**src/rtl/usb_rx_if.sv**
```systemverilog
// Buffer/protocol-side signal bundle of the USB full-speed receive path.
// The receiver drives everything except the buffer occupancy it reads back.
interface usb_rx_if;
    logic [6:0] buffer_occupancy;
    logic [7:0] rx_packet_data;
    logic       store_rx_packet_data;
    logic       flush;
    logic [2:0] rx_packet;
    logic       rx_data_ready;
    logic       rx_transfer_active;
    logic       rx_error;

    modport master (
        input  buffer_occupancy,
        output rx_packet_data, store_rx_packet_data, flush,
        output rx_packet, rx_data_ready, rx_transfer_active, rx_error
    );

    modport slave (
        output buffer_occupancy,
        input  rx_packet_data, store_rx_packet_data, flush,
        input  rx_packet, rx_data_ready, rx_transfer_active, rx_error
    );
endinterface

```
**src/rtl/usb_rx.sv**
```systemverilog
// USB full-speed receiver: line sync, bit recovery, NRZI decode, unstuffing,
// SYNC/PID checks and EOP detection; DATA payload bytes are pushed to the buffer.
module usb_rx #(
    parameter int unsigned CLKS_PER_BIT  = 8,
    parameter int unsigned SAMPLE_OFFSET = 3
) (
    input  logic     clk,
    input  logic     n_rst,
    input  logic     dp_in,
    input  logic     dm_in,
    usb_rx_if.master bus
);
    localparam int unsigned CNT_W    = (CLKS_PER_BIT > 1) ? $clog2(CLKS_PER_BIT) : 1;
    localparam logic [6:0]  BUF_FULL = 7'd64;

    typedef enum logic [2:0] {
        S_IDLE, S_SYNC, S_PID, S_TOKEN, S_DATA, S_EOP, S_DONE, S_ERR
    } state_t;

    state_t             state, state_nxt;
    logic               dp_meta, dp_sync, dp_prev, dm_meta, dm_sync;
    logic [CNT_W-1:0]   cnt;
    logic               sample_c, fall_c, se0_c, j_c, nrzi_c, pid_ok_c;
    logic [7:0]         byte_c;
    logic [2:0]         pid_c;
    logic               prev_dp, prev_dp_nxt;
    logic [6:0]         sreg, sreg_nxt;
    logic [3:0]         bit_cnt, bit_cnt_nxt;
    logic [2:0]         ones, ones_nxt;
    logic [1:0]         se0_cnt, se0_cnt_nxt;
    logic [2:0]         j_cnt, j_cnt_nxt;
    logic [2:0]         pid_code, pid_code_nxt;
    logic [7:0]         data_q, data_nxt;
    logic               store_q, store_nxt, flush_q, flush_nxt, ready_q, ready_nxt;
    logic               active_q, active_nxt, error_q, error_nxt;
    logic [2:0]         packet_q, packet_nxt;

    // Two-flop synchronisers and a bit-phase counter re-aligned on every D+ edge
    always_ff @(posedge clk or negedge n_rst) begin
        if (!n_rst) begin
            dp_meta <= 1'b1;
            dp_sync <= 1'b1;
            dp_prev <= 1'b1;
            dm_meta <= 1'b0;
            dm_sync <= 1'b0;
            cnt     <= '0;
        end else begin
            dp_meta <= dp_in;
            dp_sync <= dp_meta;
            dp_prev <= dp_sync;
            dm_meta <= dm_in;
            dm_sync <= dm_meta;
            if (dp_sync != dp_prev || cnt == CNT_W'(CLKS_PER_BIT - 1))
                cnt <= '0;
            else
                cnt <= cnt + CNT_W'(1);
        end
    end

    assign sample_c = (cnt == CNT_W'(SAMPLE_OFFSET));
    assign fall_c   = dp_prev & ~dp_sync;
    assign se0_c    = ~dp_sync & ~dm_sync;
    assign j_c      = dp_sync & ~dm_sync;
    assign nrzi_c   = (dp_sync == prev_dp);
    assign byte_c   = {nrzi_c, sreg};

    // PID byte to packet code; 0 marks an unsupported or malformed PID
    always_comb begin
        case (byte_c)
            8'hE1:   pid_c = 3'd1;
            8'h69:   pid_c = 3'd2;
            8'hC3:   pid_c = 3'd3;
            8'h4B:   pid_c = 3'd4;
            8'hD2:   pid_c = 3'd5;
            8'h5A:   pid_c = 3'd6;
            8'h1E:   pid_c = 3'd7;
            default: pid_c = 3'd0;
        endcase
        pid_ok_c = (byte_c[7:4] == ~byte_c[3:0]) && (pid_c != 3'd0);
    end

    always_ff @(posedge clk or negedge n_rst) begin
        if (!n_rst) state <= S_IDLE;
        else        state <= state_nxt;
    end

    always_comb begin
        state_nxt    = state;
        prev_dp_nxt  = prev_dp;
        sreg_nxt     = sreg;
        bit_cnt_nxt  = bit_cnt;
        ones_nxt     = ones;
        se0_cnt_nxt  = se0_cnt;
        j_cnt_nxt    = j_cnt;
        pid_code_nxt = pid_code;
        data_nxt     = data_q;
        store_nxt    = 1'b0;
        flush_nxt    = 1'b0;
        ready_nxt    = 1'b0;
        packet_nxt   = packet_q;
        active_nxt   = active_q;
        error_nxt    = error_q;

        case (state)
            S_IDLE: begin
                prev_dp_nxt = 1'b1;
                ones_nxt    = 3'd0;
                bit_cnt_nxt = 4'd0;
                if (fall_c) begin
                    state_nxt  = S_SYNC;
                    active_nxt = 1'b1;
                    error_nxt  = 1'b0;
                    packet_nxt = 3'd0;
                end
            end
            S_SYNC, S_PID, S_TOKEN, S_DATA, S_EOP: begin
                if (sample_c) begin
                    prev_dp_nxt = dp_sync;
                    // SE0 outranks the stuff slot so an EOP right after six ones is honoured
                    if (se0_c) begin
                        ones_nxt = 3'd0;
                        if (state == S_EOP) begin
                            if (se0_cnt != 2'd2) se0_cnt_nxt = se0_cnt + 2'd1;
                        end else if (state == S_DATA && bit_cnt == 4'd0) begin
                            state_nxt   = S_EOP;
                            se0_cnt_nxt = 2'd1;
                        end else begin
                            state_nxt = S_ERR;
                        end
                    end else if (ones == 3'd6) begin
                        ones_nxt = 3'd0;
                        if (nrzi_c) state_nxt = S_ERR;
                    end else if (state == S_EOP) begin
                        state_nxt = (j_c && se0_cnt == 2'd2) ? S_DONE : S_ERR;
                    end else begin
                        ones_nxt    = nrzi_c ? ones + 3'd1 : 3'd0;
                        sreg_nxt    = byte_c[7:1];
                        bit_cnt_nxt = bit_cnt + 4'd1;
                        if (state == S_TOKEN) begin
                            if (bit_cnt == 4'd15) begin
                                state_nxt   = S_EOP;
                                se0_cnt_nxt = 2'd0;
                            end
                        end else if (bit_cnt == 4'd7) begin
                            bit_cnt_nxt = 4'd0;
                            case (state)
                                S_SYNC: state_nxt = (byte_c == 8'h80) ? S_PID : S_ERR;
                                S_PID: begin
                                    pid_code_nxt = pid_c;
                                    se0_cnt_nxt  = 2'd0;
                                    if (!pid_ok_c) begin
                                        state_nxt = S_ERR;
                                    end else if (pid_c == 3'd3 || pid_c == 3'd4) begin
                                        state_nxt = S_DATA;
                                        flush_nxt = 1'b1;
                                    end else if (pid_c == 3'd1 || pid_c == 3'd2) begin
                                        state_nxt = S_TOKEN;
                                    end else begin
                                        state_nxt = S_EOP;
                                    end
                                end
                                default: begin
                                    if (bus.buffer_occupancy == BUF_FULL) begin
                                        state_nxt = S_ERR;
                                    end else begin
                                        data_nxt  = byte_c;
                                        store_nxt = 1'b1;
                                    end
                                end
                            endcase
                        end
                    end
                end
            end
            S_DONE: begin
                packet_nxt = pid_code;
                ready_nxt  = 1'b1;
                active_nxt = 1'b0;
                state_nxt  = S_IDLE;
            end
            S_ERR: begin
                if (sample_c) begin
                    if (!j_c) begin
                        j_cnt_nxt = 3'd0;
                    end else if (j_cnt == 3'd7) begin
                        state_nxt  = S_IDLE;
                        active_nxt = 1'b0;
                    end else begin
                        j_cnt_nxt = j_cnt + 3'd1;
                    end
                end
            end
            default: state_nxt = S_IDLE;
        endcase

        if (state_nxt == S_ERR && state != S_ERR) begin
            error_nxt  = 1'b1;
            packet_nxt = 3'd0;
            j_cnt_nxt  = 3'd0;
        end
    end

    always_ff @(posedge clk or negedge n_rst) begin
        if (!n_rst) begin
            prev_dp  <= 1'b1;
            sreg     <= '0;
            bit_cnt  <= '0;
            ones     <= '0;
            se0_cnt  <= '0;
            j_cnt    <= '0;
            pid_code <= '0;
            data_q   <= '0;
            store_q  <= 1'b0;
            flush_q  <= 1'b0;
            ready_q  <= 1'b0;
            packet_q <= '0;
            active_q <= 1'b0;
            error_q  <= 1'b0;
        end else begin
            prev_dp  <= prev_dp_nxt;
            sreg     <= sreg_nxt;
            bit_cnt  <= bit_cnt_nxt;
            ones     <= ones_nxt;
            se0_cnt  <= se0_cnt_nxt;
            j_cnt    <= j_cnt_nxt;
            pid_code <= pid_code_nxt;
            data_q   <= data_nxt;
            store_q  <= store_nxt;
            flush_q  <= flush_nxt;
            ready_q  <= ready_nxt;
            packet_q <= packet_nxt;
            active_q <= active_nxt;
            error_q  <= error_nxt;
        end
    end

    assign bus.rx_packet_data       = data_q;
    assign bus.store_rx_packet_data = store_q;
    assign bus.flush                = flush_q;
    assign bus.rx_packet            = packet_q;
    assign bus.rx_data_ready        = ready_q;
    assign bus.rx_transfer_active   = active_q;
    assign bus.rx_error             = error_q;
endmodule
```
**src/flat_wrapper.sv**
```systemverilog
// flat-port wrapper written by rule: the top's interface ports become plain ports
module usb_rx_flat 
#(
    parameter int unsigned CLKS_PER_BIT  = 8,
    parameter int unsigned SAMPLE_OFFSET = 3
)
  (clk, n_rst, dp_in, dm_in, bus_buffer_occupancy, bus_rx_packet_data, bus_store_rx_packet_data, bus_flush, bus_rx_packet, bus_rx_data_ready, bus_rx_transfer_active, bus_rx_error);
  usb_rx_if bus_i ();
  input  logic clk;
  input  logic n_rst;
  input  logic dp_in;
  input  logic dm_in;
  input wire logic [$bits(bus_i.buffer_occupancy)-1:0] bus_buffer_occupancy;
  output wire logic [$bits(bus_i.rx_packet_data)-1:0] bus_rx_packet_data;
  output wire logic [$bits(bus_i.store_rx_packet_data)-1:0] bus_store_rx_packet_data;
  output wire logic [$bits(bus_i.flush)-1:0] bus_flush;
  output wire logic [$bits(bus_i.rx_packet)-1:0] bus_rx_packet;
  output wire logic [$bits(bus_i.rx_data_ready)-1:0] bus_rx_data_ready;
  output wire logic [$bits(bus_i.rx_transfer_active)-1:0] bus_rx_transfer_active;
  output wire logic [$bits(bus_i.rx_error)-1:0] bus_rx_error;
  assign bus_i.buffer_occupancy = bus_buffer_occupancy;
  assign bus_rx_packet_data = bus_i.rx_packet_data;
  assign bus_store_rx_packet_data = bus_i.store_rx_packet_data;
  assign bus_flush = bus_i.flush;
  assign bus_rx_packet = bus_i.rx_packet;
  assign bus_rx_data_ready = bus_i.rx_data_ready;
  assign bus_rx_transfer_active = bus_i.rx_transfer_active;
  assign bus_rx_error = bus_i.rx_error;
  usb_rx #(.CLKS_PER_BIT(CLKS_PER_BIT), .SAMPLE_OFFSET(SAMPLE_OFFSET)) u_core (.clk(clk), .n_rst(n_rst), .dp_in(dp_in), .dm_in(dm_in), .bus(bus_i));
endmodule
```
**config.mk**
```make
export PLATFORM = sky130hd
export DESIGN_NAME = usb_rx_flat
export DESIGN_NICKNAME = d
export VERILOG_FILES = /design/src/rtl/usb_rx_if.sv /design/src/rtl/usb_rx.sv /design/src/flat_wrapper.sv
export SDC_FILE = /design/constraint.sdc
export NUM_CORES = 1
export LEC_CHECK = 0
export ABC_CLOCK_PERIOD_IN_PS = 4550
export CAP_MARGIN = 20
export CORE_MARGIN = 8
export CORE_UTILIZATION = 61
export DETAILED_ROUTE_END_ITERATION = 16
export PLACE_DENSITY_LB_ADDON = 0.05
export SLEW_MARGIN = 0
export SYNTH_ARGS = -nofsm -noshare
export SYNTH_HDL_FRONTEND = slang
export SYNTH_SLANG_ARGS = --single-unit
export TNS_END_PERCENT = 20
```
**constraint.sdc**
```tcl
create_clock -name clk -period 4.55 [get_ports clk]
set_input_delay 0.6825 -clock clk [delete_from_list [all_inputs] [get_ports clk]]
set_output_delay 0.6825 -clock clk [all_outputs]
set_load 0.01 [all_outputs]
```
==> run metrics <==
CTS Buffer Depth 2; setup repair bufs after CTS 0; Worst Tran Pin Value 954 ps; Slew Viols, Final 0; synthesized area 0.00282 mm²; Finished Layout Cells 382; fin crit period 3130 ps; fin crit share 68.8%; Port Buffers 26; post-synth top area cell dfrtp_1; clock sinks 50; largest net degree at the start of global routing 51; fmax 0.319 GHz; Worst Path Max Fanout 12; Syn Inst Count 311; leakage power 1.36 nW; Initial Util 63.9%; drt first pass iters 7; CTS tree built; Worst Reg-to-Reg Cells 6; Via density 6.31; post-route ant nets 0; gpl congestion 0.903; Synth top area share 40.8%; TritonCTS Buffers 5; CP required 4740 ps; total power 1.34 mW; drt wl/cell 16.7 µm; Yosys reg bits 50; worst clock skew 5.22 ps; FF-to-FF End u_core.bus.rx_packet_data[5]; Clk Tree Root Cell clkbuf_8; dpl ws 1270 ps; DR DRC count 0; number of placed I/O pins 27; slack of the critical path 1420 ps; most frequent CP cell ha_1; Core Area 0.00441 mm²; origin of the worst setup path u_core.cnt[0]; CP Data Arrival Time 3320 ps; crit-path max cell delay 810 ps; startpoint types register; clock slew at reported path FFs 90 ps; Chip Width 84.0 µm; most common cell after layout, fill and taps aside dfrtp_1; global-route wire length before repair 10900 µm; most used flip-flop cell after synthesis dfrtp_1; Final setup viols 0; Layout area overhead 12.7%; syn_nets 333; n_diodes 0; Clk Latency, worst-skew pair 310 ps; reg2reg setup slack 1420 ps; net total in the final layout 351; type of the most critical hold path register to register; final core utilization 72.1%; Ys Warns 0; Peak VDD IR 0.263 mV; RSZ-0062 raised after global routing false; WS Path Type register to register; Cell variety after synth 53; worst setup path end u_core.bus.rx_packet_data[5]; most frequent cells in the layout dfrtp_1, nand2_1, nor2_1; share of layout cells above drive strength 1 10.6%; Power Density 422 mW/mm²; # rows 24; maxcap violations 0; Die Y 84.0 µm; largest cells by area after synthesis dfrtp_1, mux2_2, ha_1, nand2_1, nor2_1; antenna violations before repair 0; EDFF count, synth 0; critical-path cell list ha_1, ha_1, nand2_1, nor3_1, nand4_1, mux2_2; ys async rst share 100%; hpwl dp 4540 µm; total gr overflow 0; CTS resizes 0; vias in the first global route 2361; Final Hold Fails 0; GRT Total Usage 18.4%; die area 0.00706 mm²; status finished, final reports clean; reg2reg start u_core.cnt[0]; Post-Place Cells 374; CP max stage cell nor3_1; setup TNS 0 ps; CP Capture Type register; Seq/Total Area, Yosys 44.5%; total number of vias 2410; max-slew headroom at the worst pin 35.9%; Initial DRC Count 233; final wirelength 6370 µm; Mean Syn Cell Area 9.07 µm²; number of fillers in the final layout 351; htree depth 2; hold buffer count at CTS 0
metrics by stage:
step	hold slack (ps)	cell area, µm²
2_1_floorplan	331	2820
3_3_place_gp	334	3080
3_5_place_dp	336	3080
4_1_cts	361	3180
5_1_grt	369	3180
6_report	358	3180
cells by family after synthesis:
| kind of cell | count (synthesis) | synth area share (%) |
|---|---|---|
| fa+ha+maj | 11 | 4.88 |
| mux | 17 | 6.70 |
| buf+inv | 29 | 4.12 |
| flops | 50 | 44.5 |
| xor+xnor | 4 | 1.24 |
| compound gates | 73 | 15.5 |
| simple gates | 127 | 23.0 |
sequential cells by signal, summed over array words and instances (netlist names), 2 cells and up:
register / flops
u_core.pid_code: 3
u_core.ones: 3
u_core.bus.rx_packet: 3
u_core.se0_cnt: 2
u_core.state: 3
u_core.cnt: 3
u_core.bit_cnt: 4
u_core.j_cnt: 3
u_core.sreg: 7
u_core.bus.rx_packet_data: 8
critical path: cells and delay by family, from the launching register on:
family	cells	cell delay [ps]
DFF	1	360
and+or+nand+nor	3	1580
adders and majority gates	2	610
muxes	1	470
cells in the mapped netlist, drive strengths merged (2+ instances only):
cell type / number
and2: 3
o21ai: 22
a31oi: 6
o22ai: 5
nand3b: 2
a21oi: 22
nand3: 10
mux2i: 2
clkbuf: 12
o221ai: 2
nand4: 4
nor4: 4
nand4b: 3
mux2: 15
nor3: 10
or3: 2
a21o: 2
nor3b: 2
nor2: 33
o31ai: 2
nor2b: 6
dfstp: 4
nand2: 36
o211ai: 2
nand2b: 3
buf: 4
or2: 3
inv: 13
dfrtp: 46
ha: 11
xor2: 3
worst min-delay path by stage:
stage | to | start | cells after the start | slack (ps)
floorplan | u_core.dm_sync | u_core.dm_meta | 0 | 330
CTS | u_core.dm_sync | u_core.dm_meta | 0 | 360
global placement | u_core.dm_sync | u_core.dm_meta | 0 | 330
detailed placement | u_core.dm_sync | u_core.dm_meta | 0 | 340
global route | u_core.dp_sync | u_core.dp_meta | 0 | 370
finish | u_core.dm_sync | u_core.dm_meta | 0 | 360
cell type report:
type                    count  area, µm²  area share, %
multi-input cells         232       1450           45.6
flip-flops and latches     50       1260           39.5
repair buffers             27        263           8.26
clock buffers               6       82.6           2.60
well taps                  52       65.1           2.05
inverters                  13       48.8           1.53
clock inverters             2       16.3          0.511
power by group:
part	total, mW	leakage, nW	internal (mW)	switching, mW
registers	0.659	0.642	0.530	0.130
logic	0.401	0.673	0.179	0.221
clock network	0.282	0.0478	0.125	0.156
per-layer routing:
layer	up-vias	GRT usage (%)	routed length, µm
met5	-	0	0
met4	0	7.69	120
met3	16	4.79	425
met2	112	28.8	2920
met1	1140	23.5	2910
li1	1142	-	-
Note: power is estimated with default switching activity, not from simulation.
